`src/rtl/uart_pkg.sv`:
```
// rtl/uart_pkg.sv - shared UART timebase constants
package uart_pkg;

    localparam int UART_DIV_W       = 16;
    localparam int UART_OVS         = 16;
    // 100 MHz system clock, 9600 baud, x16 oversampling
    localparam int UART_DEFAULT_DIV = 650;
    localparam int UART_SUB_W       = $clog2(UART_OVS);

endpackage

```
`src/rtl/uart_tick_prescaler.sv`:
```
// rtl/uart_tick_prescaler.sv - 0..div prescaler with wrap strobe and qualified registered tick
module uart_tick_prescaler
    import uart_pkg::*;
#(
    parameter int DIV_W = UART_DIV_W
) (
    input  logic             clk_i,
    input  logic             rst_ni,
    input  logic             en_i,
    input  logic             clr_i,
    input  logic [DIV_W-1:0] div_i,
    input  logic             tick_qual_i,
    output logic             wrap_o,
    output logic             tick_o
);

    logic [DIV_W-1:0] cnt_q, cnt_d;
    logic             tick_q, tick_d;

    // A clear or disable suppresses the wrap, so no tick escapes on that edge
    always_comb begin
        wrap_o = en_i && !clr_i && (cnt_q == div_i);
        cnt_d  = cnt_q + DIV_W'(1);
        if (!en_i || clr_i || wrap_o) begin
            cnt_d = '0;
        end
        tick_d = wrap_o && tick_qual_i;
    end

    always_ff @(posedge clk_i or negedge rst_ni) begin
        if (!rst_ni) begin
            cnt_q  <= '0;
            tick_q <= 1'b0;
        end else begin
            cnt_q  <= cnt_d;
            tick_q <= tick_d;
        end
    end

    assign tick_o = tick_q;

endmodule

```
`src/rtl/uart_baud_gen.sv`:
```
// rtl/uart_baud_gen.sv - programmable rx oversample / tx bit tick generator
module uart_baud_gen
    import uart_pkg::*;
#(
    parameter int DIV_W       = UART_DIV_W,
    parameter int OVS         = UART_OVS,
    parameter int DEFAULT_DIV = UART_DEFAULT_DIV
) (
    input  logic             clk_i,
    input  logic             rst_ni,
    input  logic             en_i,
    input  logic             div_wr_i,
    input  logic [DIV_W-1:0] div_in_i,
    input  logic             rx_resync_i,
    output logic             rx_tick_o,
    output logic             rx_mid_o,
    output logic             tx_tick_o,
    output logic [DIV_W-1:0] div_cur_o
);

    localparam int               SUB_W    = $clog2(OVS);
    localparam logic [SUB_W-1:0] MID_SUB  = SUB_W'(OVS / 2 - 1);
    localparam logic [SUB_W-1:0] LAST_SUB = SUB_W'(OVS - 1);

    logic [DIV_W-1:0] div_q, div_d;
    logic [SUB_W-1:0] rx_sub_q, rx_sub_d;
    logic [SUB_W-1:0] tx_sub_q, tx_sub_d;
    logic             rx_mid_q, rx_mid_d;
    logic             rx_clr, tx_clr;
    logic             rx_wrap, tx_wrap;
    logic             tx_last;

    // A divisor load restarts both chains; resync only re-phases the receiver
    assign rx_clr  = div_wr_i || rx_resync_i;
    assign tx_clr  = div_wr_i;
    assign tx_last = (tx_sub_q == LAST_SUB);

    uart_tick_prescaler #(.DIV_W(DIV_W)) u_rx_pre (
        .clk_i       (clk_i),
        .rst_ni      (rst_ni),
        .en_i        (en_i),
        .clr_i       (rx_clr),
        .div_i       (div_q),
        .tick_qual_i (1'b1),
        .wrap_o      (rx_wrap),
        .tick_o      (rx_tick_o)
    );

    uart_tick_prescaler #(.DIV_W(DIV_W)) u_tx_pre (
        .clk_i       (clk_i),
        .rst_ni      (rst_ni),
        .en_i        (en_i),
        .clr_i       (tx_clr),
        .div_i       (div_q),
        .tick_qual_i (tx_last),
        .wrap_o      (tx_wrap),
        .tick_o      (tx_tick_o)
    );

    always_comb begin
        div_d    = div_wr_i ? div_in_i : div_q;
        rx_sub_d = rx_sub_q;
        tx_sub_d = tx_sub_q;
        if (!en_i || rx_clr) begin
            rx_sub_d = '0;
        end else if (rx_wrap) begin
            rx_sub_d = rx_sub_q + SUB_W'(1);
        end
        if (!en_i || tx_clr) begin
            tx_sub_d = '0;
        end else if (tx_wrap) begin
            tx_sub_d = tx_sub_q + SUB_W'(1);
        end
        rx_mid_d = rx_wrap && (rx_sub_q == MID_SUB);
    end

    always_ff @(posedge clk_i or negedge rst_ni) begin
        if (!rst_ni) begin
            div_q    <= DIV_W'(DEFAULT_DIV);
            rx_sub_q <= '0;
            tx_sub_q <= '0;
            rx_mid_q <= 1'b0;
        end else begin
            div_q    <= div_d;
            rx_sub_q <= rx_sub_d;
            tx_sub_q <= tx_sub_d;
            rx_mid_q <= rx_mid_d;
        end
    end

    assign rx_mid_o  = rx_mid_q;
    assign div_cur_o = div_q;

endmodule

```
`config.mk`:
```
export PLATFORM = sky130hd
export DESIGN_NAME = uart_baud_gen
export DESIGN_NICKNAME = d
export VERILOG_FILES = /design/src/rtl/uart_pkg.sv /design/src/rtl/uart_tick_prescaler.sv /design/src/rtl/uart_baud_gen.sv
export SDC_FILE = /design/constraint.sdc
export NUM_CORES = 1
export LEC_CHECK = 0
export BUFFER_PORTS_ARGS = -buffer_cell sky130_fd_sc_hd__buf_2
export CAP_MARGIN = 0
export CORE_MARGIN = 8
export CORE_UTILIZATION = 35
export CTS_CLUSTER_DIAMETER = 50
export DETAILED_ROUTE_END_ITERATION = 7
export SLEW_MARGIN = 15
export SYNTH_ARGS = -nofsm -noshare
export SYNTH_HDL_FRONTEND = slang
export SYNTH_SLANG_ARGS = --single-unit
```
`constraint.sdc`:
```
create_clock -name clk_i -period 2.15 [get_ports clk_i]
set_clock_uncertainty 0.1 [all_clocks]
set_input_delay 0.215 -clock clk_i [delete_from_list [all_inputs] [get_ports clk_i]]
set_output_delay 0.215 -clock clk_i [all_outputs]
set_load 0.005 [all_outputs]
```
==> results_dict.tcl <==
set metrics [dict create \
    status "completed" \
    critPathBufInv 0 \
    die_w_um 106.8 \
    postLayoutCoreUtil_pct 43.35 \
    tns_ps 0 \
    drt-met1-wl_mm 2.967 \
    p_seq_share_pct 53.5 \
    setup_viol 0 \
    clk_pin_slew_worst_paths_ps 70 \
    path_cells "xor2_1, nor4_1, nand4_2, or3_1, a21oi_1" \
    p_leak_nw 1.589 \
    start_kind "flop" \
    io_buffers 39 \
    wl_per_cell_um 15.01 \
    min_period_over_period_pct 89.68 \
    ys_types 27 \
    hold_path_depth 2 \
    p_int_mw 1.689 \
    drv_cap 0 \
    r2r-end "tx_sub_q[3]$_DFFE_PN0P_" \
    worstMarginPinSlew_ps 501.5 \
    p_total_mw 2.250 \
    arrival_ps 2100 \
    grt_overflow 0 \
    yosysSeqAreaShare_pct 51.37 \
    synthCells 267 \
    grt_use_total_pct 12.25 \
    via_per_inst 4.811 \
    fin_crit_ps 1928 \
    synth-seq-cells 59 \
    r2r_cells 5 \
    hold_end "div_cur_o[4]$_DFFE_PN0P_" \
    areaGrowthSynthToFinish_pct 21.65 \
    critPathSlowestCell "dfrtp_1" \
    layout-drive-gt1-share_pct 25.15 \
    htreeDepth 3 \
    final_cell_mix "55 x dfrtp_1, 48 x xor2_1, 41 x nor2_1, 39 x buf_2, 16 x mux2_2" \
    hpwlAfterDp_mm 4.681 \
    dpl.cell_count 411 \
    required_ps 2320 \
    place.gp.congestion 0.7667 \
    maxSlewHeadroom_pct 66.31 \
    cts_buffers 9 \
    grt_pass1_wl_mm 10.80 \
    clk_latency_ps 340 \
    routed.top_layer "met4" \
    start_util_pct 35.64 \
    r2r_slack_ps 220 \
    via_count 2093 \
    fmax_ghz 0.5186 \
    coreArea_um2 8093 \
    startpoint "div_cur_o[6]$_DFFE_PN0P_" \
    ant_nets 0 \
    min_from "div_in_i[4]" \
    drc_errors 0 \
    num-nets-final 353 \
    power.share.clock_pct 37.0 \
    ctsRootBufferMaster "clkbuf_8" \
    drt-initial-drc-count 103 \
    ctsLongestPathBuffers 2 \
    num_rows 33 \
    combPwrFrac_pct 9.5 \
    antenna_cells 0 \
    finalHoldViolations 0 \
    drtPass1Iterations 4 \
    die_y_um 106.8 \
    wl_met3_um 263 \
    grt_max_degree 60 \
    critPathKind "flop to flop" \
    antenna_found_initial 0 \
    wl_met2_mm 3.174 \
    power_switching_mw 0.5607 \
    maxSlewViolCount 0 \
    endpoint_kind "flop" \
    totalWireLength_mm 6.530 \
    syn-cell-area_um2 2884 \
    netSwitchingFraction_pct 24.92 \
    slowest_delay_ps 460 \
    powerDensity_nw_per_um2 641.4 \
    synth_warnings 0 \
    rr_startpoint "div_cur_o[6]$_DFFE_PN0P_" \
    rsz0062_at_grt "no" \
    num_io_pins 40 \
    die_area_um2 11400 \
    min_path_type "primary input to flop" \
    synth.avg_cell_area_um2 10.80 \
    crit_family "simple AND/OR/NAND/NOR gates" \
    critPathMaxFanout 7 \
    cts_tree "done" \
    syn_nets 292 \
    postCtsSetupBuffers 0 \
    grt_pass1_vias 2143 \
    layout_commonest_cell "dfrtp_1" \
    ir_worst_vdd_mv 0.2494 \
    layout.cells.non_filler 435 \
    clock-sinks 59 \
]
## Yosys cell counts
cell type	instances	area (µm²)
nand2b_1	2	12.51
nor4_1	7	43.79
nand4_2	2	25.02
and3_1	4	25.02
xor2_1	48	420.4
inv_1	3	11.26
dfstp_2	4	105.1
nand3_1	13	65.06
dfrtp_1	55	1376
mux2i_1	2	20.02
nand2_1	13	48.80
nor3_1	5	25.02
or3_1	7	43.79
o21ai_0	6	30.03
nor2b_1	1	6.260
xnor2_1	12	105.1
nand4_1	5	31.28
mux2_2	16	180.2
nor4_2	2	25.02
and4_1	1	8.760
clkbuf_2	1	5.000
ha_1	4	50.05
nor2_1	41	153.9
buf_2	2	10.01
clkbuf_1	3	11.26
and3_2	2	15.01
a21oi_1	6	30.03
## cell families after synthesis
kind of cell	Yosys count	share of synthesized area (%)
adders and majority gates	4	1.735
AOI/OAI and AO/OA	12	2.083
and+or+nand+nor	105	18.35
muxes	18	6.941
xor gates and xnor gates	60	18.22
DFF	59	51.37
buffers and inverters	9	1.301
## worst max path at each step
| stage | end | slack (ps) | depth (start not counted) |
|---|---|---|---|
| 2_1_floorplan | rx_sub_q[3]$_DFFE_PN0P_ | 290 | 5 |
| 3_3_place_gp | rx_sub_q[3]$_DFFE_PN0P_ | 180 | 5 |
| 3_5_place_dp | rx_sub_q[3]$_DFFE_PN0P_ | 130 | 5 |
| 4_1_cts | rx_sub_q[3]$_DFFE_PN0P_ | 130 | 5 |
| 5_1_grt | rx_sub_q[3]$_DFFE_PN0P_ | 70 | 5 |
| 6_report | tx_sub_q[3]$_DFFE_PN0P_ | 220 | 5 |
## registers in the layout, summed over array words and instances, names as in the netlist
signal,cells
u_rx_pre.cnt_q,16
rx_sub_q,4
u_tx_pre.tick_o,1
rx_mid_o,1
tx_sub_q,4
u_rx_pre.tick_o,1
div_cur_o,16
u_tx_pre.cnt_q,16
## power groups by stage
stage                     sequential [mW]  clock (mW)  combinational (mW)
after global placement               1.22           0               0.201
after floorplan                      1.21           0              0.0978
final                                1.20       0.832               0.213
after detailed placement             1.22           0               0.201
after global routing                 1.21       0.896               0.236
after CTS                            1.20       0.860               0.217
## metrics by stage
stage | hold WS [ps] | worst slack, ps | area, µm²
2_1_floorplan | -180.6 | 285.2 | 2884
3_3_place_gp | 150.9 | 176.2 | 3242
3_5_place_dp | 150.6 | 129.9 | 3242
4_1_cts | 2.102 | 126.6 | 3502
5_1_grt | 5.677 | 72.76 | 3508
6_report | 15.84 | 221.9 | 3508
## repair_timing
action	in CTS	in global routing
hold buffers	11	0
resized for setup	0	1
hold endpoints to repair	65	0
endpoints found under the setup margin	0	1
## layout make-up
class | count | area (µm²)
inverter | 3 | 11.26
timing repair buffer | 56 | 362.8
sequential | 59 | 1481
clock inverter | 1 | 5.005
tap | 105 | 131.4
fill | 812 | 4584
multi-input combinational | 199 | 1371
clock buffer | 12 | 145.1
## per-layer routing
layer,vias to the layer above,global-route usage [%]
met1,1030,15.16
li1,1026,-
met4,0,6.030
met2,25,19.45
met3,12,3.119
met5,-,0
## worst register-to-register path, delay by kind of cell, from the launching register on
family	cells	cell delay (ps)
flip-flops	1	460
XOR/XNOR	1	190
AND/OR/NAND/NOR	3	960
AO/OA/AOI/OAI	1	140
Note: power is estimated with default switching activity, not from simulation.
